==> src/rtl/nmi_pkg.sv <==
// Shared definitions for the NMI scheduler: FSM states, source indices,
// default timing parameters and counter widths.
package nmi_pkg;

  typedef enum logic [2:0] {
    IDLE     = 3'd0,
    ARMED    = 3'd1,
    PULSE    = 3'd2,
    ACTIVE   = 3'd3,
    CLEARING = 3'd4
  } nmi_state_t;

  // Request source indices; lower index means higher priority.
  localparam int unsigned SRC_SPI = 0;
  localparam int unsigned SRC_BTN = 1;
  localparam int unsigned SRC_BRK = 2;
  localparam int unsigned SRC_DBG = 3;

  localparam int unsigned PULSE_LEN_DEF = 16;
  localparam int unsigned CLR_RFSH_DEF  = 3;

  // Counter widths cover the legal parameter ranges (1..255, 1..7).
  localparam int unsigned PCNT_W = 8;
  localparam int unsigned RCNT_W = 3;

endpackage

==> src/rtl/nmi_prio_enc.sv <==
// Fixed-priority encoder: reports whether any request is pending and the
// lowest set index (index 0 wins).
//   i_pend : pending request bits
//   o_any  : 1 when any bit of i_pend is set
//   o_idx  : lowest set index (0 when none set)
module nmi_prio_enc #(
  parameter int unsigned NSRC = 4
) (
  input  logic [NSRC-1:0]         i_pend,
  output logic                    o_any,
  output logic [$clog2(NSRC)-1:0] o_idx
);

  localparam int unsigned IW = $clog2(NSRC);

  // Scan from the top so the lowest set index is written last.
  always_comb begin
    o_any = |i_pend;
    o_idx = '0;
    for (int i = int'(NSRC) - 1; i >= 0; i--) begin
      if (i_pend[i]) o_idx = IW'(i);
    end
  end

endmodule

==> src/rtl/nmi_sched.sv <==
// NMI scheduler: latches rising edges of the request sources, arbitrates by
// fixed priority, fires a fixed-length NMI pulse at frame INT start when the
// CPU is outside ROM, and tracks the in-NMI memory window until software
// clears it and the required refresh cycles have elapsed.
//   fclk, rst      : clock, synchronous active-high reset
//   zpos, rfsh_n   : Z80 clock strobe and refresh (active low)
//   req, mask      : request levels and per-source edge masks
//   int_start      : frame INT start strobe
//   last_m1_rom    : last opcode fetch came from ROM
//   clr_nmi        : software clear strobe
//   gen_nmi        : drive NMI_N low
//   in_nmi         : NMI window active
//   cause          : source index of the current NMI
//   pend           : pending request bits
module nmi_sched
  import nmi_pkg::*;
#(
  parameter int unsigned NSRC      = 4,
  parameter int unsigned PULSE_LEN = PULSE_LEN_DEF,
  parameter int unsigned CLR_RFSH  = CLR_RFSH_DEF
) (
  input  logic                    fclk,
  input  logic                    rst,
  input  logic                    zpos,
  input  logic                    rfsh_n,
  input  logic [NSRC-1:0]         req,
  input  logic [NSRC-1:0]         mask,
  input  logic                    int_start,
  input  logic                    last_m1_rom,
  input  logic                    clr_nmi,
  output logic                    gen_nmi,
  output logic                    in_nmi,
  output logic [$clog2(NSRC)-1:0] cause,
  output logic [NSRC-1:0]         pend
);

  localparam int unsigned CW = $clog2(NSRC);

  nmi_state_t        r_state;
  logic [NSRC-1:0]   r_req;
  logic [NSRC-1:0]   r_pend;
  logic [CW-1:0]     r_cause;
  logic [PCNT_W-1:0] r_pcnt;
  logic [RCNT_W-1:0] r_rcnt;
  logic              r_gen;
  logic              r_in;

  logic [NSRC-1:0]   w_rise;
  logic [NSRC-1:0]   w_clr;
  logic              w_any;
  logic [CW-1:0]     w_g;
  logic              w_grant;

  nmi_prio_enc #(.NSRC(NSRC)) u_prio (
    .i_pend (r_pend),
    .o_any  (w_any),
    .o_idx  (w_g)
  );

  assign w_rise  = req & ~r_req & ~mask;
  assign w_grant = (r_state == ARMED) && int_start && !last_m1_rom;

  // One-hot clear of the granted source; applied after the set so clear wins.
  always_comb begin
    w_clr = '0;
    for (int i = 0; i < int'(NSRC); i++) begin
      w_clr[i] = w_grant && (w_g == CW'(i));
    end
  end

  // Edge detect, pending latch and scheduling FSM.
  always_ff @(posedge fclk) begin
    if (rst) begin
      r_state <= IDLE;
      r_req   <= '0;
      r_pend  <= '0;
      r_cause <= '0;
      r_pcnt  <= '0;
      r_rcnt  <= '0;
      r_gen   <= 1'b0;
      r_in    <= 1'b0;
    end else begin
      r_req  <= req;
      r_pend <= (r_pend | w_rise) & ~w_clr;
      case (r_state)
        IDLE: begin
          if (w_any) r_state <= ARMED;
        end
        ARMED: begin
          // ROM-resident code defers the NMI to a later frame.
          if (w_grant) begin
            r_state <= PULSE;
            r_gen   <= 1'b1;
            r_in    <= 1'b1;
            r_cause <= w_g;
            r_pcnt  <= PCNT_W'(PULSE_LEN - 1);
          end
        end
        PULSE: begin
          if (r_pcnt == '0) begin
            r_gen   <= 1'b0;
            r_state <= ACTIVE;
          end else begin
            r_pcnt <= r_pcnt - PCNT_W'(1);
          end
        end
        ACTIVE: begin
          if (clr_nmi) begin
            r_state <= CLEARING;
            r_rcnt  <= RCNT_W'(CLR_RFSH);
          end
        end
        CLEARING: begin
          // Window stays mapped until enough refresh cycles follow the clear.
          if (clr_nmi) begin
            r_rcnt <= RCNT_W'(CLR_RFSH);
          end else if (r_rcnt == '0) begin
            r_in    <= 1'b0;
            r_state <= w_any ? ARMED : IDLE;
          end else if (zpos && !rfsh_n) begin
            r_rcnt <= r_rcnt - RCNT_W'(1);
          end
        end
        default: r_state <= IDLE;
      endcase
    end
  end

  assign gen_nmi = r_gen;
  assign in_nmi  = r_in;
  assign cause   = r_cause;
  assign pend    = r_pend;

endmodule

==> config.mk <==
export PLATFORM = sky130hd
export DESIGN_NAME = nmi_sched
export DESIGN_NICKNAME = d
export VERILOG_FILES = /design/src/rtl/nmi_pkg.sv /design/src/rtl/nmi_prio_enc.sv /design/src/rtl/nmi_sched.sv
export SDC_FILE = /design/constraint.sdc
export NUM_CORES = 1
export LEC_CHECK = 0
export ABC_AREA = 1
export CORE_AREA = 2 2 83 45
export DETAILED_ROUTE_END_ITERATION = 8
export DIE_AREA = 0 0 85 47
export GPL_TIMING_DRIVEN = 0
export MAX_ROUTING_LAYER = met4
export PLACE_DENSITY_LB_ADDON = 0.12
export SLEW_MARGIN = 0
export SYNTH_ARGS = -nofsm -noshare
export SYNTH_HDL_FRONTEND = slang
export SYNTH_SLANG_ARGS = --single-unit
==> constraint.sdc <==
create_clock -name fclk -period 1.6 [get_ports fclk]
set_input_delay 0.16 -clock fclk [delete_from_list [all_inputs] [get_ports fclk]]
set_output_delay 0.16 -clock fclk [all_outputs]
set_load 0.03 [all_outputs]
* After elaboration in Yosys (flattened, before gate mapping)
Index checks and enable logic that the tools add are counted.
Storage, ports and cells: word-level logic and storage cells 82, register bits 26, input port bits 15
Operators by class: mux-type cells 26, add/subtract/negate cells 2, reduce and logical (&&, ||, !) cells 23, eq/ne operators 16, bitwise gates (word level) 7
Operators by type and width (count):
- 2-to-1 mux 3 bit | 10
- 2-to-1 mux 8 bit | 2
- case mux 8 bit (2 select lines) | 1
- case mux 3 bit (5 select lines) | 1
- inequality test 2 bit, second input constant | 7
- AND 4 bit | 3
- NOT 4 bit | 3
- zero test 8 bit | 1
- 2-to-1 mux 2 bit | 4
- AND reduction 4 bit | 2
- subtractor 8 x 1 -> 8 bit, second input constant | 1
- logical AND 1 bit | 7
- == test 3 x 2 -> 1 bit, second input constant | 2
- zero test 3 bit | 2
- inequality test 3 bit, second input constant | 2
- case mux 3 bit (2 select lines) | 1
- AND reduction 3 bit | 2
- AND reduction 6 bit | 1
- nonzero test 2 bit | 3
- 2-to-1 mux 1 bit | 5
- == test 2 bit, second input constant | 2
- OR 4 bit | 1
- case mux 1 bit (2 select lines) | 2
- OR reduction 4 bit | 1
- other kinds (7) | 8

* Depth between registers and ports, before layout
depth in word-level cells 8, depth in mapped cells 12, depth with buffers taken out 12

* By module
A second synthesis with hierarchy kept.
Second synthesis, totals: cells, all modules 222, area, all modules 1426.4 µm²
Modules (own cells, without submodules):
- nmi_sched | area each 1380.1 µm², cells each 213, times used 1, seq. area each 520.5 µm²
- nmi_prio_enc | area each 46.3 µm², cells each 9, times used 1, seq. area each 0.0 µm²

* Least setup slack after synthesis
Ideal clock, no wire load.
path type reg2reg, start point register r_pcnt[0], end point register r_pcnt[7], slack 0.255 ns, data arrival time 1.217 ns, path buffers 0, setup time 0.128 ns, stages on the path, launching flop included 10, path through dfxtp_1 -> inv_1 -> ha_1 -> nand3_1 -> nor2_4 -> nand2_1 -> nand3_2 -> nor2_1 -> nor2_1 -> nor2_1
Between the ends: cells in the longest elaborated chain, start to end 3, elaborated cells between the ends (all ways) 6, those cells by class 1 x add/sub; 1 x eq/ne; 2 x mux; 2 x reduce/logical
Ends and longest elaborated chain:
- start: declaration | line nmi_sched.sv:43 | logic [PCNT_W-1:0] r_pcnt;
- start signal: assignment | line nmi_sched.sv:96 | r_pcnt <= PCNT_W'(PULSE_LEN - 1);
- start signal: assignment | line nmi_sched.sv:104 | r_pcnt <= r_pcnt - PCNT_W'(1);
- subtractor 8 x 1 -> 8 bit / zero test 8 bit (equally long branches) | line nmi_sched.sv:104, nmi_sched.sv:100
- 2-to-1 mux 8 bit / inequality test 2 bit (equally long branches)
- case mux 8 bit (2 select lines) / AND reduction 3 bit (equally long branches)
Several ways; a longest one is shown, not always the timed one. The select of a mux whose other input is x is not followed. A chain may end at the register's enable or synchronous reset.

* Final worst setup path
start point register r_pend[2] (netlist: pend[2]), end point output port pend[2]
RTL lines:
- start: declaration | line nmi_sched.sv:41 | logic [NSRC-1:0] r_pend;
- start signal: assignment | line nmi_sched.sv:84 | r_pend <= (r_pend | w_rise) & ~w_clr;
- end: declaration | line nmi_sched.sv:34 | output logic [NSRC-1:0] pend
No word-level cell between the ends.

==> results.md <==
* Unrepaired setup endpoints after global routing: yes
* Endpoints failing setup at 0
* Worst-Skew Late Latency at 0.28 ns
* Cts-stage hold buffer count at 0
* Filler instances at 335
* Max clock buf depth at 2
* Clock buffer count from CTS at 3
* Placer congestion estimate at 0.8471
* Worst EP required at 1.44 ns
* Period utilization at 0.9636
* Design Area, Final at 1762 sq um
* Vias in the first global route at 1,115
* Comb power frac at 0.483
* First-pass GRT wire length at 5064 um
* P_leak at 0.8002 nW
* Final WL at 3059 um
* Fmax at 648.6 MHz
* Cts repair resizes at 0
* Final nets at 260
* Hpwl dp at 2366 um
* Antenna violations before repair at 0
* Clk slew on worst S/H paths at 0.09 ns
* Sw frac at 0.4284
* Cell area after synthesis at 1420 sq um
* Max rail drop VDD at 0.6877 mV
* Starting DRC count in detailed routing at 80
* Synth cell count leaders: nand2_1 (53), nor2_1 (34), inv_1 (31)
* Final slew viol count at 0
* Int Power at 1.584 mW
* Synth Net Count at 234
* Final hold vios at 0
* Routed via count at 1,304
* PortBufs at 21
* Arrival time of the worst setup path at 1.38 ns
* CTS Sinks at 26
* Worst setup EP type: output port
* I/O pin count at 23
* Post-DRT Antenna Nets at 0
* Final core occ at 0.5364
* Worst Tran Pin Value at 0.4544 ns
* Clock power frac at 0.200
* Clk root buf: clkbuf_8
* Synth cell types at 27
* Area contributors post-synth: dfxtp_1 (37%), nand2_1 (14%), nor2_1 (9.0%), inv_1 (8.2%), nand3_1 (4.6%)
* Place WS at 0.07203 ns
* Area grow syn2layout at 24.05%
* Initial Util at 0.4324
* Post-CTS setup buffers at 0
* Die W at 85 um
* Die area at 3995 sq um
* Power per Cell Area at 1573 nW/um^2
* Yosys top cell by area: dfxtp_1
* DRC viols at 0
* Buf/Inv on CP at 1
* Max Fanout on Critical Path at 4
* Max_cap viols at 0
* Fin worst setup slack at 0.05831 ns
* Status: completed
* Overall routing resource usage at 0.1729
* Startpoint Class: flop
* Largest delay share family, worst path: buffers and inverters
* CORE AREA at 3284 sq um
* Chip Height at 47 um
* Sequential area share after synthesis at 0.3665
* Cell Area, Placed at 1683 sq um
* Total number of H-tree levels at 1
* # diodes at 0
* Sequence of cells on the critical path: clkdlybuf4s50_1
* Mean post-synth cell area at 6.605 sq um
* GRT Residual Overflow at 0
* CP max stage cell: clkdlybuf4s50_1
* Yosys reg bits at 26
* Wire per inst at 10.85 um
* CTS tree: yes
* Synth top area share at 0.3665
* Rel. slew slack at 0.6971
* Layout cell share with drive strength beyond 1 at 0.09167
* Post-synthesis async set-or-reset flop share at 0
* Drt pass-1 iters at 4
* Final min period at 1.542 ns
* Yosys warns at 0
* Setup TNS at 0 ns
* Sw Pwr at 1.187 mW
* Via density at 4.624
* Hold WC Path Type: primary input to flop
* Seq pwr share at 0.316
* Max incr delay on CP at 0.71 ns
* Post-synth EDFFs at 0
* Cells after synthesis at 215
* Synth Flop Type: dfxtp_1
* FP Rows at 15
* Most frequent cell after synthesis: nand2_1
* Largest net degree at the start of global routing at 16
* Worst Path Class, Setup: flop to output port
* Clock Skews at 0.002935 ns
-- sequential cells by signal, indices dropped and copies added (netlist names) --
name and flops:
cause 2, r_state 3, r_pcnt 8, r_req 4
in_nmi 1, r_rcnt 3, gen_nmi 1, pend 4
-- worst paths after layout --
kind                           from                endpoint  slack [ns]  cells after the start
max reg2reg  r_pcnt[0]$_SDFFE_PP0P_  r_pcnt[7]$_SDFFE_PP0P_        0.15                      9
max              pend[2]$_SDFF_PP0_                 pend[2]        0.06                      1
min                             rst  r_pcnt[6]$_SDFFE_PP0P_        0.29                      2
min reg2reg   cause[1]$_SDFFE_PP0P_   cause[1]$_SDFFE_PP0P_        0.48                      2
-- routing by layer --
layer / vias to the layer above / wire (um) / part of all wire / track usage
met2: 32 / 1089 / 0.36 / 0.2359
met3: 5 / 185 / 0.060 / 0.04745
met4: 0 / 32 / 0.010 / 0.04762
met1: 540 / 1751 / 0.57 / 0.2474
li1: 727 / - / - / -
met5: - / 0 / 0 / -
-- cells by family after synthesis --
group,share of synthesized area
AOI/OAI and AO/OA,0.1093
xor gates and xnor gates,0.01234
adders and majority gates,0.03524
buffers and inverters,0.1004
DFF,0.3665
and+or+nand+nor,0.3762
-- cells in the final DEF (no fill, tap or decap), types with 2 or more instances in the layout --
cell type and n:
nand2_1 53, nor2_1 34, inv_1 30, dfxtp_1 26, clkdlybuf4s50_1 21, nand3_1 13, a21oi_1 12, inv_2 5
nor3_1 4, o21ai_1 4, ha_1 4, nor2_2 3, nand2_2 3, o21ai_0 3, clkbuf_8 3, nand4_1 2
nand3_2 2, clkbuf_1 2, nand3_4 2, o31ai_1 2, o22ai_1 2, xor2_1 2
-- area by class of cell --
cell class,count,area [sq um],area share
Clock buffer,3,41.29,0.02344
Multi-Input combinational cell,151,764.5,0.4339
Inverter,36,135.1,0.07670
Timing Repair Buffer,21,210.2,0.1193
Sequential cell,26,520.5,0.2955
Tap cell,42,52.55,0.02983
Clock inverter,1,30.03,0.01705
Buffer,2,7.507,0.004261
-- power groups by stage --
stage / clock network (mW) / registers [mW] / logic [mW]
6_report: 0.555 / 0.877 / 1.34
5_1_grt: 0.584 / 0.895 / 1.52
4_1_cts: 0.567 / 0.873 / 1.31
3_5_place_dp: 0 / 0.885 / 1.30
3_3_place_gp: 0 / 0.889 / 1.31
2_1_floorplan: 0 / 0.903 / 1.00
-- stage by stage --
stage | hold WS [ns] | instances | total power [mW]
3_3_place_gp | 0.4679 | 278 | 2.200
3_5_place_dp | 0.4731 | 278 | 2.189
6_report | 0.2869 | 282 | 2.771
4_1_cts | 0.2888 | 282 | 2.753
5_1_grt | 0.3116 | 282 | 2.997
2_1_floorplan | 0.2846 | 215 | 1.906
(Power assumes the default switching activity.)
